<file path="src/rtl/mac_arb_pkg.sv">
// Shared types and constants for the MAC lookup arbiter.
package mac_arb_pkg;

   localparam int MAC_W = 48;

   // Forwarding codes returned by the engine; the arbiter passes them through untouched.
   localparam logic [2:0] DST_INVALID = 3'b110;
   localparam logic [2:0] DST_FLOOD   = 3'b100;

   typedef enum logic [1:0] {
      ST_IDLE  = 2'd0,
      ST_ISSUE = 2'd1,
      ST_WAIT  = 2'd2,
      ST_RESP  = 2'd3
   } arb_state_e;

endpackage

</file>
<file path="src/rtl/mac_lookup_arbiter_if.sv">
// Bundle between the ingress requesters / lookup engine and the arbiter.
// The arbiter uses the slave modport; the surrounding logic uses master.
interface mac_lookup_arbiter_if #(
   parameter int NUM_PORTS = 4
);
   import mac_arb_pkg::*;

   // requester side
   logic [NUM_PORTS-1:0]       req;
   logic [NUM_PORTS*MAC_W-1:0] req_src_mac;
   logic [NUM_PORTS*MAC_W-1:0] req_dst_mac;
   logic [NUM_PORTS-1:0]       ack;
   logic [2:0]                 rsp_dst_port;
   logic                       rsp_timeout;

   // lookup engine side
   logic                       ml_en;
   logic [MAC_W-1:0]           ml_src_mac;
   logic [MAC_W-1:0]           ml_dst_mac;
   logic [2:0]                 ml_src_port;
   logic                       ml_done;
   logic [2:0]                 ml_dst_port;
   logic                       ml_busy;

   modport slave (
      input  req, req_src_mac, req_dst_mac, ml_done, ml_dst_port, ml_busy,
      output ack, rsp_dst_port, rsp_timeout, ml_en, ml_src_mac, ml_dst_mac, ml_src_port
   );

   modport master (
      output req, req_src_mac, req_dst_mac, ml_done, ml_dst_port, ml_busy,
      input  ack, rsp_dst_port, rsp_timeout, ml_en, ml_src_mac, ml_dst_mac, ml_src_port
   );

endinterface

</file>
<file path="src/rtl/rr_arbiter.sv">
// Combinational round-robin picker: first active request at or after the
// pointer, searching upward and wrapping.
module rr_arbiter #(
   parameter int NUM_PORTS = 4
) (
   input  logic [NUM_PORTS-1:0] i_req,
   input  logic [1:0]           i_ptr,
   output logic [NUM_PORTS-1:0] o_grant,
   output logic [1:0]           o_idx,
   output logic                 o_valid
);

   localparam int IW = (NUM_PORTS > 1) ? $clog2(NUM_PORTS) : 1;

   logic [IW-1:0] w_cand;

   // Scan candidates starting from the pointer; the first hit wins.
   always_comb begin
      // NOTE: every always_comb output gets a default before any branch, otherwise a latch is inferred.
      o_grant = '0;
      o_idx   = 2'd0;
      o_valid = 1'b0;
      w_cand  = '0;
      for (int k = 0; k < NUM_PORTS; k++) begin
         w_cand = IW'((int'(i_ptr) + k) % NUM_PORTS);
         if (!o_valid && i_req[w_cand]) begin
            o_valid         = 1'b1;
            o_grant[w_cand] = 1'b1;
            o_idx           = 2'(w_cand);
         end
      end
   end

endmodule

</file>
<file path="src/rtl/mac_lookup_arbiter.sv">
// Shares one MAC learning/lookup engine between NUM_PORTS ingress receivers.
// Grants round-robin, launches the engine, waits for its result under a
// watchdog and returns the decision to the winner with a one-cycle ack.
module mac_lookup_arbiter
   import mac_arb_pkg::*;
#(
   parameter int NUM_PORTS      = 4,
   parameter int TIMEOUT_CYCLES = 16
) (
   input  logic                  i_clk,
   input  logic                  i_rst,
   mac_lookup_arbiter_if.slave   bus,
   output logic [15:0]           o_timeout_count
);

   localparam int WD_W = $clog2(TIMEOUT_CYCLES + 1);

   arb_state_e           r_state;
   arb_state_e           w_next_state;
   logic [1:0]           r_ptr;
   logic [1:0]           r_winner;
   logic [NUM_PORTS-1:0] r_grant;
   logic [NUM_PORTS-1:0] r_ack;
   logic [2:0]           r_rsp_dst_port;
   logic                 r_rsp_timeout;
   logic                 r_ml_en;
   logic [MAC_W-1:0]     r_ml_src_mac;
   logic [MAC_W-1:0]     r_ml_dst_mac;
   logic [2:0]           r_ml_src_port;
   logic [WD_W-1:0]      r_wd;
   logic [15:0]          r_timeout_count;

   logic [NUM_PORTS-1:0] w_grant;
   logic [1:0]           w_idx;
   logic                 w_valid;
   logic                 w_start;
   logic                 w_expire;

   rr_arbiter #(.NUM_PORTS(NUM_PORTS)) u_rr (
      .i_req   (bus.req),
      .i_ptr   (r_ptr),
      .o_grant (w_grant),
      .o_idx   (w_idx),
      .o_valid (w_valid)
   );

   // A late engine still reports busy, which holds off the next grant.
   assign w_start  = (r_state == ST_IDLE) && w_valid && !bus.ml_busy;
   // True in the last permitted WAIT cycle.
   assign w_expire = (r_wd == WD_W'(TIMEOUT_CYCLES - 1));

   // State register.
   always_ff @(posedge i_clk) begin
      // NOTE: sequential state uses non-blocking assignments so every register samples pre-edge values.
      if (i_rst) r_state <= ST_IDLE;
      else       r_state <= w_next_state;
   end

   // Next-state decode; a done coinciding with expiry is treated as done.
   always_comb begin
      w_next_state = r_state;
      case (r_state)
         ST_IDLE:  if (w_start) w_next_state = ST_ISSUE;
         ST_ISSUE: w_next_state = ST_WAIT;
         ST_WAIT:  if (bus.ml_done || w_expire) w_next_state = ST_RESP;
         ST_RESP:  w_next_state = ST_IDLE;
         default:  w_next_state = ST_IDLE;
      endcase
   end

   // Registered outputs, MAC capture, watchdog, expiry counter and pointer.
   always_ff @(posedge i_clk) begin
      if (i_rst) begin
         r_ptr           <= 2'd0;
         r_winner        <= 2'd0;
         r_grant         <= '0;
         r_ack           <= '0;
         r_rsp_dst_port  <= DST_INVALID;
         r_rsp_timeout   <= 1'b0;
         r_ml_en         <= 1'b0;
         r_ml_src_mac    <= '0;
         r_ml_dst_mac    <= '0;
         r_ml_src_port   <= 3'd0;
         r_wd            <= '0;
         r_timeout_count <= 16'd0;
      end else begin
         r_ml_en <= 1'b0;
         r_ack   <= '0;
         case (r_state)
            ST_IDLE: begin
               if (w_start) begin
                  r_grant       <= w_grant;
                  r_winner      <= w_idx;
                  r_ml_src_mac  <= bus.req_src_mac[int'(w_idx)*MAC_W +: MAC_W];
                  r_ml_dst_mac  <= bus.req_dst_mac[int'(w_idx)*MAC_W +: MAC_W];
                  r_ml_src_port <= {1'b0, w_idx};
                  r_ml_en       <= 1'b1;
               end
            end
            ST_ISSUE: r_wd <= '0;
            ST_WAIT: begin
               r_wd <= r_wd + WD_W'(1);
               if (bus.ml_done) begin
                  r_rsp_dst_port <= bus.ml_dst_port;
                  r_rsp_timeout  <= 1'b0;
                  r_ack          <= r_grant;
               end else if (w_expire) begin
                  r_rsp_dst_port <= DST_INVALID;
                  r_rsp_timeout  <= 1'b1;
                  r_ack          <= r_grant;
                  if (r_timeout_count != 16'hFFFF) r_timeout_count <= r_timeout_count + 16'd1;
               end
            end
            ST_RESP: r_ptr <= (int'(r_winner) == NUM_PORTS - 1) ? 2'd0 : r_winner + 2'd1;
            default: ;
         endcase
      end
   end

   assign bus.ack          = r_ack;
   assign bus.rsp_dst_port = r_rsp_dst_port;
   assign bus.rsp_timeout  = r_rsp_timeout;
   assign bus.ml_en        = r_ml_en;
   assign bus.ml_src_mac   = r_ml_src_mac;
   assign bus.ml_dst_mac   = r_ml_dst_mac;
   assign bus.ml_src_port  = r_ml_src_port;
   assign o_timeout_count  = r_timeout_count;

endmodule

</file>
<file path="src/flat_wrapper.sv">
// flat-port wrapper written by rule: the top's interface ports become plain ports
module mac_lookup_arbiter_flat import mac_arb_pkg::*;
#(
   parameter int NUM_PORTS      = 4,
   parameter int TIMEOUT_CYCLES = 16
)
  (i_clk, i_rst, o_timeout_count, bus_req, bus_req_src_mac, bus_req_dst_mac, bus_ml_done, bus_ml_dst_port, bus_ml_busy, bus_ack, bus_rsp_dst_port, bus_rsp_timeout, bus_ml_en, bus_ml_src_mac, bus_ml_dst_mac, bus_ml_src_port);
  mac_lookup_arbiter_if #(.NUM_PORTS(NUM_PORTS)) bus_i ();
  input  logic i_clk;
  input  logic i_rst;
  output logic [15:0] o_timeout_count;
  input wire logic [$bits(bus_i.req)-1:0] bus_req;
  input wire logic [$bits(bus_i.req_src_mac)-1:0] bus_req_src_mac;
  input wire logic [$bits(bus_i.req_dst_mac)-1:0] bus_req_dst_mac;
  input wire logic [$bits(bus_i.ml_done)-1:0] bus_ml_done;
  input wire logic [$bits(bus_i.ml_dst_port)-1:0] bus_ml_dst_port;
  input wire logic [$bits(bus_i.ml_busy)-1:0] bus_ml_busy;
  output wire logic [$bits(bus_i.ack)-1:0] bus_ack;
  output wire logic [$bits(bus_i.rsp_dst_port)-1:0] bus_rsp_dst_port;
  output wire logic [$bits(bus_i.rsp_timeout)-1:0] bus_rsp_timeout;
  output wire logic [$bits(bus_i.ml_en)-1:0] bus_ml_en;
  output wire logic [$bits(bus_i.ml_src_mac)-1:0] bus_ml_src_mac;
  output wire logic [$bits(bus_i.ml_dst_mac)-1:0] bus_ml_dst_mac;
  output wire logic [$bits(bus_i.ml_src_port)-1:0] bus_ml_src_port;
  assign bus_i.req = bus_req;
  assign bus_i.req_src_mac = bus_req_src_mac;
  assign bus_i.req_dst_mac = bus_req_dst_mac;
  assign bus_i.ml_done = bus_ml_done;
  assign bus_i.ml_dst_port = bus_ml_dst_port;
  assign bus_i.ml_busy = bus_ml_busy;
  assign bus_ack = bus_i.ack;
  assign bus_rsp_dst_port = bus_i.rsp_dst_port;
  assign bus_rsp_timeout = bus_i.rsp_timeout;
  assign bus_ml_en = bus_i.ml_en;
  assign bus_ml_src_mac = bus_i.ml_src_mac;
  assign bus_ml_dst_mac = bus_i.ml_dst_mac;
  assign bus_ml_src_port = bus_i.ml_src_port;
  mac_lookup_arbiter #(.NUM_PORTS(NUM_PORTS), .TIMEOUT_CYCLES(TIMEOUT_CYCLES)) u_core (.i_clk(i_clk), .i_rst(i_rst), .bus(bus_i), .o_timeout_count(o_timeout_count));
endmodule
</file>
<file path="config.mk">
export PLATFORM = sky130hd
export DESIGN_NAME = mac_lookup_arbiter_flat
export DESIGN_NICKNAME = d
export VERILOG_FILES = /design/src/rtl/mac_arb_pkg.sv /design/src/rtl/mac_lookup_arbiter_if.sv /design/src/rtl/rr_arbiter.sv /design/src/rtl/mac_lookup_arbiter.sv /design/src/flat_wrapper.sv
export SDC_FILE = /design/constraint.sdc
export NUM_CORES = 1
export LEC_CHECK = 0
export BUFFER_PORTS_ARGS = -buffer_cell sky130_fd_sc_hd__buf_4
export CORE_AREA = 2 2 199 201
export DETAILED_ROUTE_END_ITERATION = 8
export DIE_AREA = 0 0 201 203
export GPL_ROUTABILITY_DRIVEN = 0
export PLACE_DENSITY = 0.74
export SLEW_MARGIN = 20
export SYNTH_ARGS = -nofsm -noshare
export SYNTH_HDL_FRONTEND = slang
export SYNTH_SLANG_ARGS = --single-unit
</file>
<file path="constraint.sdc">
create_clock -name i_clk -period 2.7 [get_ports i_clk]
set_input_delay 0.27 -clock i_clk [delete_from_list [all_inputs] [get_ports i_clk]]
set_output_delay 0.27 -clock i_clk [all_outputs]
set_load 0.02 [all_outputs]
</file>
==> Word level (Yosys, flattened, before mapping) <==
Index checks and enable logic that the tools add are counted.
{ "word_totals": {"input_bits": 395, "reg_bits": 136, "output_inout_bits": 124, "wordCells": 106} }
{ "classes": {"n_bitwise": 6, "n_addsub": 6, "muxes": 40, "reduce_logical": 23, "shifts": 2, "multipliers": 1, "n_eq_ne": 8, "magnitude_cmp": 8} }
{ "op_table": {"columns": ["operator", "count"], "rows": [
  ["indexed part select 192 x 32 -> 48 bit", 2],
  ["2-to-1 mux 4 bit", 6],
  ["adder 16 x 1 -> 16 bit (second input constant)", 1],
  ["inequality test 16 bit (second input constant)", 1],
  ["2-to-1 mux 1 bit", 15],
  ["2-to-1 mux 2 bit", 7],
  ["< comparator 2 x 3 -> 1 bit (second input constant)", 4],
  ["bitwise OR 4 bit", 3],
  ["case mux 5 bit (2 select lines)", 1],
  ["logical AND 1 bit", 9],
  ["binary-select mux 1 bit (select 2 bit)", 4],
  ["demux 1 bit (select 2 bit)", 4],
  [">= comparator 2 x 1 -> 1 bit (second input constant)", 4],
  ["case mux 2 bit (4 select lines)", 1],
  ["2-to-1 mux 3 bit", 2],
  ["AND reduction 2 bit", 3],
  ["adder 5 x 1 -> 5 bit (second input constant)", 1],
  ["== test 5 x 4 -> 1 bit (second input constant)", 1],
  ["adder 2 x 1 -> 2 bit (second input constant)", 2],
  ["adder 2 bit (second input constant)", 2],
  ["== test 2 x 1 -> 1 bit (second input constant)", 2],
  ["== test 2 bit (second input constant)", 2],
  ["logical NOT 1 bit", 4],
  ["multiplier 2 x 2 -> 4 bit (second input constant)", 1],
  ["other kinds (7)", 12]
]} }

==> Longest topological paths before layout <==
{ "depth": {"ltp_word": 16, "ltp_mapped": 12, "ltp_nobuf": 9} }

==> Modules after synthesis <==
From an unflattened synthesis, not the netlist that was laid out.
{ "hier_totals": {"cells_unflattened": 807, "area_unflattened_um2": 7806.2} }
{ "modules_own_cells": {"columns": ["module", "cells_each", "area_per_inst_um2", "instances", "seq_area_each_um2"], "rows": [
  ["mac_lookup_arbiter", 762, 7384.6, 1, 2722.6],
  ["rr_arbiter", 45, 421.7, 1, 0.0]
]} }

==> Worst setup path before layout <==
Ideal clock, no wire load.
{ "synth_path": {"path_type": "register to register", "from": "register u_core.r_ptr[0]", "to": "register u_core.r_ml_dst_mac[12] (netlist: u_core.bus.ml_dst_mac[12])", "period_less_slack_ps": 2870, "slack_ps": -170, "stages_incl_launch_ff": 13, "t_required_ps": 2614, "arrival_time_ps": 2783, "path_cell_list": "dfxtp_1 -> buf_2 -> inv_2 -> ha_1 -> clkbuf_1 -> mux2_2 -> nand2_1 -> clkbuf_1 -> clkbuf_1 -> nor3_1 -> o21ai_0 -> a221oi_1 -> a221oi_2"} }
{ "synth_between": {"elab_chain_cells": 15} }
{ "synth_rtl": {"columns": ["element", "line", "text"], "rows": [
  ["start: declaration", "mac_lookup_arbiter.sv:20", "logic [1:0] r_ptr;"],
  ["start signal: assignment", "mac_lookup_arbiter.sv:114", "ST_RESP: r_ptr <= (int'(r_winner) == NUM_PORTS - 1) ? 2'd0 : r_winner + 2'd1;"],
  ["parallel branches: the longest is 15 deep, another holds multiplier 2 x 2 -> 4 bit", null, null],
  ["end signal: assignment", "mac_lookup_arbiter.sv:95", "r_ml_dst_mac <= bus.req_dst_mac[int'(w_idx)*MAC_W +: MAC_W];"],
  ["end: declaration", "mac_lookup_arbiter.sv:28", "logic [MAC_W-1:0] r_ml_dst_mac;"]
]} }
Several ways; the timed one is not identified. The select of a mux whose other input is x is not followed.
A chain may end at the register's enable or synchronous reset.

==> Worst setup path after layout <==
{ "layout_path": {"from": "register u_core.r_ptr[1]", "to": "register u_core.r_ml_dst_mac[13] (netlist: u_core.bus.ml_dst_mac[13])"} }
Same word-level chain as after synthesis.

==> results.txt <==
status: complete, no violations
number of synthesized flops with an enable pin: 0
number of I/O port buffers: 517
CORE AREA: 38470 µm²
Syn Area/Cell: 6.845 µm²
DRC Markers: 0
drt via density: 6.553
max_cap viols: 0
dpl hpwl: 43.33 mm
post-route setup slack: 0.04434 ns
WL/cell: 22.29 µm
clock period minus worst slack: 2.656 ns
Worst Path Max Fanout: 15
Hold Path Origin: bus_ml_dst_port[1]
Worst Skew: 0.01470 ns
Worst-path clk slew: 0.08 ns
Final ANT Viol Nets: 0
Starting Density: 36.07%
max frequency: 376.6 MHz
peak supply drop: 0.3971 mV
origin of the worst setup path: u_core.r_ptr[1]$_SDFFE_PP0N_
Post-Syn Nets: 2435
share of cells above drive strength 1: 30.88%
Relative slew margins: 39.43%
Worst-Skew Late Latency: 0.46 ns
I/O Pins: 519
WHS Path Cells: 3
dpl cells: 2902
DR vias: 19330
actual slew at the worst max-slew pin: 0.9085 ns
worst hold margin: 0.03728 ns
final cell count without fillers: 2950
Row Count: 72
total internal power: 0.006460 W
commonest non-fill, non-tap cell in the layout: buf_4
asr flop ratio synth: 0%
synth warn: 0
Die H: 203 µm
synthesized area: 13880 µm²
TritonCTS Buffers: 17
vias in the first global route: 18850
design area: 19360 µm²
die width: 201 µm
CTS root buffer: clkbuf_16
Reg-to-Reg Start: u_core.r_ptr[1]$_SDFFE_PP0N_
drt total wl: 65.76 mm
Total GRT Usage: 30.46%
top cell type's share of synthesized area: 19.62%
Syn Inst Count: 2027
Cell variety after synth: 55
Static Leak: 7.087 nW
largest net degree at the start of global routing: 97
sequential share of the synthesized area: 19.62%
DP Area: 18420 µm²
cell taking the most area after synthesis: dfxtp_1
NumNets Final: 2824
Worst EP arrival: 2.99 ns
crit path kind: reg -> reg
P per Cell Area: 624.2 nW/µm²
Worst Reg-to-Reg Cells: 8
die area: 40800 µm²
Sw Ratio: 46.54%
H-tree levels: 4
sw power: 0.005624 W
Area Growth Syn to Fin: 39.51%
part of the power in registers: 24.7%
TritonCTS clock tree: built
#FFs+latches synth: 136
Clock Path Buffers: 2
clock sink count: 136
Final Cycle Share: 98.36%
worst min path class: in -> reg
post-place setup slack: -0.01788 ns
Crit. End Element: register
total gr overflow: 0
Top FF cell, synth: dfxtp_1
top cells by area, synth: dfxtp_1 20%, nand2_1 11%, a221oi_1 9.7%
first-pass GRT wire length: 101.4 mm
most frequent cells in the layout: 554 x buf_4, 404 x nand2_1, 232 x nor2_1
Slew Viols, Final: 0
first-pass detailed-route iteration total: 6
initial antenna violation count: 3
clock share of power: 21.7%
Fillers: 3646
final hold vios: 0
drt initial violations: 1832
Comb power frac: 53.6%
final setup vio count: 0
final core occ: 50.33%
Setup crit start kind: register
Worst Path Required: 3.04 ns
[worst paths after layout]
check                                                 end  slack, ns
setup / recovery   u_core.bus.ml_dst_mac[13]$_SDFFE_PP0P_       0.04
hold / removal    u_core.bus.rsp_dst_port[1]$_SDFFE_PP1P_       0.04
hold reg to reg              u_core.bus.ack[0]$_SDFF_PP0_       0.46
setup reg to reg   u_core.bus.ml_dst_mac[13]$_SDFFE_PP0P_       0.04
[registers in the layout, summed over array words and instances (netlist names)]
name                     cells
u_core.bus.ml_en             1
u_core.r_grant               4
u_core.r_wd                  5
u_core.bus.rsp_dst_port      3
u_core.r_ptr                 2
u_core.bus.ml_dst_mac       48
u_core.bus.ml_src_mac       48
u_core.bus.rsp_timeout       1
u_core.o_timeout_count      16
u_core.r_state               2
u_core.bus.ack               4
u_core.r_winner              2
[cell type report]
type | instances | area [µm²] | share of cell area [%]
repair buffers | 598 | 5029 | 25.98
multi-input cells | 1653 | 10280 | 53.12
clock buffers | 17 | 425.4 | 2.198
well taps | 518 | 648.1 | 3.348
flip-flops and latches | 136 | 2728 | 14.09
clock inverters | 15 | 201.4 | 1.041
inverters | 10 | 37.54 | 0.1939
diodes | 3 | 7.507 | 0.03878
[metrics by stage]
| step | setup TNS [ns] | total power (W) |
|---|---|---|
| final | 0 | 0.01208 |
| after global routing | -0.02679 | 0.01260 |
| after CTS | 0 | 0.01175 |
| after detailed placement | -0.03624 | 0.009128 |
| after global placement | 0 | 0.008987 |
| after floorplan | 0 | 0.006438 |
[logic make-up after synthesis]
logic type	after synthesis	share of synthesized area [%]
mux	13	1.326
fa+ha+maj	13	1.172
buf+inv	238	7.710
flops	136	19.62
other cells	1	0.02703
compound gates	627	36.42
simple gates	986	32.90
xor+xnor	13	0.8206
[timing repair]
action,in CTS,in global routing
hold buffers,0,0
pin swaps,0,2
gates resized for setup,1,21
endpoints found under the setup margin,15,80
cloned,0,4
buffers inserted,0,9
[power by group through the flow]
stage	sequential (W)	combinational, W	clock [W]
after floorplan	0.00332	0.00312	0
after global routing	0.00304	0.00685	0.00272
final	0.00299	0.00647	0.00263
after CTS	0.00296	0.00614	0.00265
after detailed placement	0.00300	0.00613	0
after global placement	0.00298	0.00601	0
[layer usage]
layer,GRT usage [%],routed length [µm],part of all wire [%],vias to the layer above
met5,0,0,0,-
met4,18.10,3281,5.0,0
met1,36.98,24260,37,9094
li1,-,-,-,8486
met3,6.228,7107,11,281
met2,49.86,31110,47,1470
[worst max-delay path, stage by stage (launching register included)]
cell and delay (ns):
dfxtp_2 0.34, buf_6 0.12, mux4_2 0.52, o21a_4 0.24, or4b_4 0.64, buf_12 0.18
clkbuf_16 0.19, o221ai_2 0.21, a221oi_2 0.09
[synth_stat cells, drive strengths merged, types with 3 or more instances]
| cell | number |
|---|---|
| nor3 | 200 |
| nand4 | 3 |
| nand3b | 3 |
| dfxtp | 136 |
| nand3 | 13 |
| nand2b | 7 |
| nand2 | 406 |
| ha | 13 |
| a211oi | 7 |
| a21oi | 110 |
| xnor2 | 5 |
| o22ai | 3 |
| a31oi | 4 |
| xor2 | 8 |
| and4 | 99 |
| a221oi | 194 |
| mux2 | 3 |
| mux2i | 6 |
| o21ai | 105 |
| and2 | 4 |
| a22oi | 97 |
| inv | 10 |
| or3 | 3 |
| buf | 77 |
| o221ai | 96 |
| mux4 | 4 |
| and3 | 4 |
| clkbuf | 151 |
| nor2 | 236 |
No activity file was read; power rests on OpenSTA's default activity.
